==> src/rtl/bcd_seq_converter_pkg.sv <==
// bcd_pkg: shared state encoding, constants and sizing helper for bcd_seq_converter.
package bcd_pkg;
    typedef enum logic [1:0] {
        ST_IDLE  = 2'd0,
        ST_SHIFT = 2'd1,
        ST_DONE  = 2'd2
    } state_t;

    localparam logic [3:0] BCD_BLANK      = 4'hF;
    localparam logic [3:0] ADD3_THRESHOLD = 4'd5;

    function automatic int cnt_width(input int bin_width);
        return $clog2(bin_width + 1);
    endfunction
endpackage

==> src/rtl/bcd_seq_converter_add3_cell.sv <==
// bcd_add3_cell: one double-dabble digit correction, adds 3 to a digit of 5 or more.
module bcd_add3_cell
    import bcd_pkg::*;
(
    input  logic [3:0] i_digit,
    output logic [3:0] o_digit
);
    assign o_digit = (i_digit >= ADD3_THRESHOLD) ? i_digit + 4'd3 : i_digit;
endmodule

==> src/rtl/bcd_seq_converter.sv <==
// bcd_seq_converter: sequential binary-to-BCD (double dabble), one shift per clock.
// Define BCD_SEQ_LZB_EN to blank leading zero digits (4'hF) in bcd_out.
module bcd_seq_converter
    import bcd_pkg::*;
#(
    parameter int BIN_WIDTH = 8,
    parameter int DIGITS    = 3
) (
    input  logic                  clk,
    input  logic                  rst_n,
    input  logic                  start,
    input  logic [BIN_WIDTH-1:0]  bin_in,
    output logic                  ready,
    output logic                  valid,
    output logic [4*DIGITS-1:0]   bcd_out,
    output logic                  overflow
);
    localparam int BW = 4 * DIGITS;
    localparam int CW = cnt_width(BIN_WIDTH);

    generate
        if (BIN_WIDTH < 1 || BIN_WIDTH > 32 || DIGITS < 1 || DIGITS > 10) begin : g_bad_params
            $fatal(1, "bcd_seq_converter: illegal BIN_WIDTH/DIGITS");
        end
    endgenerate

    state_t                r_state;
    logic [BIN_WIDTH-1:0]  r_bin;
    logic [BW-1:0]         r_bcd;
    logic                  r_ovf;
    logic [CW-1:0]         r_cnt;
    logic                  r_valid;
    logic [BW-1:0]         r_bcd_out;
    logic                  r_ovf_out;

    logic [BW-1:0]         w_adj;
    logic [BW-1:0]         w_bcd_sh;
    logic                  w_ovf_sh;
    logic [BW-1:0]         w_bcd_fmt;

    genvar d;
    generate
        for (d = 0; d < DIGITS; d++) begin : g_cell
            bcd_add3_cell u_cell (
                .i_digit (r_bcd[4*d +: 4]),
                .o_digit (w_adj[4*d +: 4])
            );
        end
    endgenerate

    // The bit pushed out of the top digit would land in a digit we do not have.
    assign w_bcd_sh = {w_adj[BW-2:0], r_bin[BIN_WIDTH-1]};
    assign w_ovf_sh = r_ovf | w_adj[BW-1];

`ifdef BCD_SEQ_LZB_EN
    always_comb begin
        logic lead;
        w_bcd_fmt = w_bcd_sh;
        lead      = 1'b1;
        for (int i = DIGITS - 1; i > 0; i--) begin
            lead = lead && (w_bcd_sh[4*i +: 4] == 4'd0);
            if (lead) w_bcd_fmt[4*i +: 4] = BCD_BLANK;
        end
    end
`else
    assign w_bcd_fmt = w_bcd_sh;
`endif

    always_ff @(posedge clk or negedge rst_n) begin
        if (!rst_n) begin
            r_state   <= ST_IDLE;
            r_bin     <= '0;
            r_bcd     <= '0;
            r_ovf     <= 1'b0;
            r_cnt     <= '0;
            r_valid   <= 1'b0;
            r_bcd_out <= '0;
            r_ovf_out <= 1'b0;
        end else begin
            r_valid <= 1'b0;
            case (r_state)
                ST_IDLE: begin
                    if (start) begin
                        r_bin   <= bin_in;
                        r_bcd   <= '0;
                        r_ovf   <= 1'b0;
                        r_cnt   <= CW'(BIN_WIDTH);
                        r_state <= ST_SHIFT;
                    end
                end
                ST_SHIFT: begin
                    r_bin <= r_bin << 1;
                    r_bcd <= w_bcd_sh;
                    r_ovf <= w_ovf_sh;
                    r_cnt <= r_cnt - CW'(1);
                    if (r_cnt == CW'(1)) begin
                        r_bcd_out <= w_bcd_fmt;
                        r_ovf_out <= w_ovf_sh;
                        r_valid   <= 1'b1;
                        r_state   <= ST_DONE;
                    end
                end
                ST_DONE: r_state <= ST_IDLE;
                default: r_state <= ST_IDLE;
            endcase
        end
    end

    assign ready    = (r_state == ST_IDLE);
    assign valid    = r_valid;
    assign bcd_out  = r_bcd_out;
    assign overflow = r_ovf_out;
endmodule

==> config.mk <==
export PLATFORM = sky130hd
export DESIGN_NAME = bcd_seq_converter
export DESIGN_NICKNAME = d
export VERILOG_FILES = /design/src/rtl/bcd_seq_converter_pkg.sv /design/src/rtl/bcd_seq_converter_add3_cell.sv /design/src/rtl/bcd_seq_converter.sv
export SDC_FILE = /design/constraint.sdc
export NUM_CORES = 1
export LEC_CHECK = 0
export BUFFER_PORTS_ARGS = -buffer_cell sky130_fd_sc_hd__buf_2
export CORE_UTILIZATION = 35
export CTS_BUF_LIST = sky130_fd_sc_hd__clkbuf_4
export CTS_CLUSTER_DIAMETER = 200
export DETAILED_ROUTE_END_ITERATION = 7
export PLACE_DENSITY = 0.6
export SETUP_SLACK_MARGIN = 0.05
export SLEW_MARGIN = 10
export SYNTH_ARGS = -nofsm -noshare
export SYNTH_HDL_FRONTEND = slang
export SYNTH_SLANG_ARGS = --single-unit
export TNS_END_PERCENT = 1
==> constraint.sdc <==
create_clock -name clk -period 3.6 [get_ports clk]
set_input_delay 0.72 -clock clk [delete_from_list [all_inputs] [get_ports clk]]
set_output_delay 0.72 -clock clk [all_outputs]
set_load 0.01 [all_outputs]
==> results.py, run 1 <==
metrics = {
    "die": {
        "die-height_um": 76.70,
        "ios": 26,
        "fp.dieArea_um2": 5883,
        "coreArea_um2": 5238,
        "rows": 26,
        "start_util": 0.3729,
        "die_w_um": 76.70,
    },
    "placement": {
        "preCtsSetupSlack_ns": 1.649,
        "portBuffers": 25,
        "dp.cells": 285,
        "place_area_um2": 2132,
        "hpwl_mm": 2.517,
        "gp_congestion": 0.7476,
    },
    "sta": {
        "tns_ns": 0,
        "setup_viol": 0,
        "whs_ns": 0.4882,
        "fin_crit_ns": 2.074,
        "relSlewSlack": 0.3894,
        "fin_ws_ns": 1.526,
        "worst_slew_pin_slew_ns": 0.9159,
        "finalHoldViolations": 0,
        "finalCritPeriodShare": 0.5760,
        "clock_skew_ns": 0.01678,
        "clock.fmax_mhz": 482.2,
        "rsz0062_at_grt": "false",
        "slew_violations": 0,
    },
    "grt": {
        "first_global_vias": 1400,
        "grt_max_degree": 42,
        "grt_usage": 0.1415,
        "antenna_found_initial": 0,
        "grt_overflow": 0,
        "grt_pass1_wl_mm": 6.561,
    },
    "yosys": {
        "syn_nets": 216,
        "syn_area_um2": 1953,
        "synth_area_leaders": "dfrtp_1, o21ai_0, nand2_1",
        "syn_area_per_cell_um2": 9.914,
        "yosys_warnings": 0,
        "synth_cell_types": 29,
        "synth_top_area_share": 0.5253,
        "ys_seq_area_frac": 0.5253,
        "synth_top_cell_by_area": "dfrtp_1",
        "syn-instance-count": 197,
        "ys_ff_latch": 41,
    },
    "clock_network": {
        "cts_buffer_depth": 2,
        "cts_root_buf": "clkbuf_4",
        "cts_buffers": 5,
        "cts-resized-gates": 0,
        "postCtsSetupBuffers": 0,
        "ctsHoldBuffers": 0,
        "ctsHtreeMaxLevel": 2,
        "cts_tree": "yes",
        "clkLatencyLatePin_ns": 0.35,
        "path_clk_slew_ns": 0.13,
        "cts.sinks": 41,
    },
    "worst_setup_path": {
        "end_kind": "primary output",
        "start_kind": "flip-flop",
        "setup.worst_path.start": "r_state[0]",
        "worstSetupPathType": "flip-flop to primary output",
        "path_max_fanout": 23,
        "required_ns": 2.88,
        "reg2reg_from": "r_state[0]",
        "worst_ep_arrival_time_ns": 1.35,
    },
    "routing": {
        "via_per_inst": 4.799,
        "route.vias.total": 1406,
        "drtIter0Drc": 88,
        "ant_nets": 0,
        "drc": 0,
        "routed_wl_mm": 3.710,
        "wl_per_cell_um": 12.66,
        "first_pass_iters": 4,
    },
    "pwr": {
        "total_leakage_power_nw": 1.016,
        "power_density_nw_per_um2": 888.2,
        "ir_worst_vdd_uv": 432.7,
    },
    "min_path": {
        "min_path_type": "input port to async pin",
    },
    "cells_and_area": {
        "drive_gt1_frac": 0.1973,
        "area_delta_synth_final_pct": 13.20,
        "diodes": 0,
        "final_common_cell": "dfrtp_1",
        "final_cell_area_um2": 2211,
        "fin_cells": 293,
        "final_cell_mix": "dfrtp_1, o21ai_0, nand2_1",
        "fillers": 520,
        "final_nets": 241,
    },
    "run_status": {
        "status": "complete, no violations",
    },
    "job": {
        "cap_violations": 0,
    },
}
-- layout make-up --
cell class | instances | area [um^2] | area share
flip-flops and latches | 41 | 1026 | 0.4641
multi-input cells | 136 | 840.8 | 0.3803
repair buffers | 26 | 132.6 | 0.05999
well taps | 70 | 87.58 | 0.03962
clock buffers | 6 | 45.04 | 0.02037
inverters | 12 | 45.04 | 0.02037
clock inverters | 2 | 33.78 | 0.01528
-- cell families after synthesis --
| logic type | Yosys count | share of synthesized area |
|---|---|---|
| AND/OR/NAND/NOR | 60 | 0.1621 |
| AO/OA/AOI/OAI | 58 | 0.1640 |
| flip-flops | 41 | 0.5253 |
| buffers and inverters | 20 | 0.04420 |
| adder cells (fa/ha/maj) | 8 | 0.05125 |
| multiplexers | 7 | 0.03972 |
| XOR/XNOR | 3 | 0.01346 |
-- power breakdown --
part           leakage [nW]  switching [mW]  internal, mW  total (mW)
sequential            0.513           0.183         0.661       0.844
combinational         0.460           0.447         0.372       0.819
clock                0.0433           0.149         0.152       0.301
total                  1.02           0.779          1.18        1.96
-- final timing paths --
path / end / slack (ns) / cells past startpoint
max: ready / 1.53 / 2
min: bcd_out[8] / 0.49 / 1
max reg2reg: bcd_out[10] / 1.64 / 4
min reg2reg: bcd_out[8] / 0.49 / 2
max in group asynchronous: r_bcd[11] / 2.53 / 1
min in group clk: bcd_out[8] / 0.49 / 2
-- synthesized netlist by cell type --
cell      count
nand3_1       1
nand2_2       1
a21oi_1      15
nor3b_1      10
o31ai_1       1
and2b_4       1
xnor2_1       3
buf_6         1
nor3_1        4
nand2_1      27
clkbuf_1      4
inv_1        11
mux2_2        2
a21oi_2       1
nor3b_2       1
buf_2         3
o21ai_0      27
nand2b_1      4
o21ai_1       5
nor2_1        6
dfrtp_1      41
mux2i_1       4
nor2b_1       2
a31oi_1       4
inv_2         1
or3b_2        3
ha_1          8
mux2_4        1
a22o_1        5
-- through the flow --
step / util / total power [mW]
after floorplan: - / 1.448
after global placement: 0.4071 / 1.672
after detailed placement: 0.4071 / 1.691
after CTS: 0.4221 / 1.995
after global routing: 0.4221 / 2.147
final: 0.4221 / 1.964
-- worst max-delay path: stages (launching register included) --
cell,delay (ns)
dfrtp_1,0.78
nor2_1,0.07
buf_2,0.16
-- routing by layer --
metal	share of wire	routed length, um	vias up	global-route usage
met5	0	0	-	0
met4	0.023	85	0	0.06731
met3	0.040	149	9	0.03452
met2	0.43	1606	29	0.2125
met1	0.50	1868	644	0.1905
li1	-	-	724	-
-- registers in the layout, indices dropped and copies added, names as in the netlist --
register  count
bcd_out      12
r_bcd        12
r_bin         8
r_cnt         4
r_state       2
overflow      1
r_ovf         1
valid         1
Power figures use the tool's default switching activity.
==> inputs of run 2 (changes only) <==
==> constraint.sdc (replaced) <==
create_clock -name clk -period 2.1 [get_ports clk]
set_input_delay 0.42 -clock clk [delete_from_list [all_inputs] [get_ports clk]]
set_output_delay 0.42 -clock clk [all_outputs]
set_load 0.01 [all_outputs]
==> run 2 against run 1 <==
Non-clock buffer count is 3 higher. Largest cell class unchanged. Core utilization is 0.12 points higher. Critical path depth is 1 higher. Final area is 0.28% higher. Cell count is 1.0% higher. Largest power group is now combinational logic. Worst setup slack worse by 1.2 ns. Power is 66% higher. Sequential share of layout area is 0.13 points lower. Highest routed layer unchanged. Critical endpoint unchanged.
==> results.py, run 2 (same netlist as run 1, synthesis figures left out) <==
metrics = {
    "cells_and_area": {
        "area_delta_synth_final_pct": 13.52,
        "drive_gt1_frac": 0.2035,
        "final_cell_mix": "dfrtp_1, o21ai_0, nand2_1",
        "final_common_cell": "dfrtp_1",
        "final_cell_area_um2": 2217,
        "fin_cells": 296,
        "final_nets": 244,
        "multiInputGateArea_um2": 840.8,
        "seq_area_um2": 1026,
        "fillers": 531,
        "diodes": 0,
    },
    "min_path": {
        "min_path_type": "input port to async pin",
    },
    "routing": {
        "wl_per_cell_um": 12.75,
        "via_per_inst": 4.885,
        "ant_nets": 0,
        "routed_wl_mm": 3.773,
        "drc": 0,
        "route.vias.total": 1446,
        "first_pass_iters": 4,
        "drtIter0Drc": 65,
    },
    "pwr": {
        "total_leakage_power_nw": 1.021,
        "power_mw": 3.259,
        "ir_worst_vdd_uv": 738.2,
        "power_density_nw_per_um2": 1470,
    },
    "worst_setup_path": {
        "start_kind": "flip-flop",
        "required_ns": 1.68,
        "worstSetupPathType": "flip-flop to primary output",
        "worst_ep_arrival_time_ns": 1.38,
        "end_kind": "primary output",
        "path_max_fanout": 13,
    },
    "sta": {
        "tns_ns": 0,
        "finalCritPeriodShare": 0.8549,
        "fin_crit_ns": 1.795,
        "finalHoldViolations": 0,
        "fin_ws_ns": 0.3046,
        "slew_violations": 0,
        "rsz0062_at_grt": "false",
        "relSlewSlack": 0.6410,
        "clock_skew_ns": 0.005837,
        "clock.fmax_mhz": 557.0,
        "setup_viol": 0,
        "worst_slew_pin_slew_ns": 0.5385,
    },
    "die": {
        "fp.dieArea_um2": 5883,
        "rows": 26,
        "start_util": 0.3729,
        "die_w_um": 76.70,
        "die-height_um": 76.70,
        "coreArea_um2": 5238,
        "ios": 26,
    },
    "grt": {
        "grt_usage": 0.1445,
        "grt_overflow": 0,
        "antenna_found_initial": 0,
        "grt_max_degree": 25,
        "first_global_vias": 1415,
        "grt_pass1_wl_mm": 6.575,
    },
    "placement": {
        "dp.cells": 288,
        "hpwl_mm": 2.564,
        "portBuffers": 25,
        "gp_congestion": 0.7474,
        "place_area_um2": 2167,
        "preCtsSetupSlack_ns": 0.5011,
    },
    "clock_network": {
        "ctsHtreeMaxLevel": 2,
        "cts_tree": "yes",
        "cts-resized-gates": 0,
        "cts_buffers": 5,
        "cts_buffer_depth": 2,
        "clkLatencyLatePin_ns": 0.35,
        "path_clk_slew_ns": 0.12,
        "postCtsSetupBuffers": 0,
        "ctsHoldBuffers": 0,
        "cts_root_buf": "clkbuf_4",
        "cts.sinks": 41,
    },
    "run_status": {
        "status": "complete, no violations",
    },
    "job": {
        "cap_violations": 0,
    },
}
run 2: cell count changes in the layout (fill, tap and decap cells not counted):
cell,before,now
clkinv_2,0,1
buf_4,1,3
clkinv_1,1,2
buf_12,0,1
clkbuf_4,6,5
bufinv_16,1,0
run 2: where the power goes:
| part | leakage, nW | switching [mW] | internal, mW |
|---|---|---|---|
| Sequential | 0.513 | 0.283 | 1.13 |
| Combinational | 0.478 | 0.804 | 0.658 |
| Clock | 0.0300 | 0.259 | 0.121 |
| Total | 1.02 | 1.35 | 1.91 |
run 2: stage by stage:
stage,hold WS (ns),util
floorplan,0.1244,-
global placement,0.4310,0.4138
detailed placement,0.4355,0.4138
CTS,0.04138,0.4233
global route,0.04729,0.4233
finish,0.02692,0.4233
run 2: path summary, 6_finish.rpt:
| kind | start | end | slack (ns) | cells past startpoint |
|---|---|---|---|---|
| worst max register to register | r_bcd[0] | bcd_out[2] | 0.48 | 6 |
| worst min register to register | bcd_out[8] | bcd_out[8] | 0.49 | 2 |
| worst max-delay path | r_state[0] | ready | 0.30 | 3 |
| max in group asynchronous | rst_n | bcd_out[8] | 1.58 | 2 |
| min in group clk | bin_in[0] | r_bin[0] | 0.40 | 3 |
| worst min-delay path | rst_n | r_bin[4] | 0.03 | 1 |
run 2: final cells by class:
cell class                      count  area share
Clock buffer                        5     0.01693
Clock inverter                      3    0.005643
Inverter                           12     0.02032
Multi-Input combinational cell    136      0.3792
Sequential cell                    41      0.4628
Tap cell                           70     0.03950
Timing Repair Buffer               29     0.07562
run 2: worst max-delay path: stages, from the launching register on:
cell and delay (ns):
dfrtp_1 0.59, buf_4 0.25, nor2_1 0.05, buf_2 0.15
run 2: routing by layer:
| layer | vias to the layer above | track usage | routed length (um) |
|---|---|---|---|
| met5 | - | 0 | 0 |
| met4 | 0 | 0.06346 | 65 |
| met3 | 7 | 0.03333 | 129 |
| met2 | 31 | 0.2313 | 1688 |
| met1 | 679 | 0.1860 | 1889 |
| li1 | 729 | - | - |
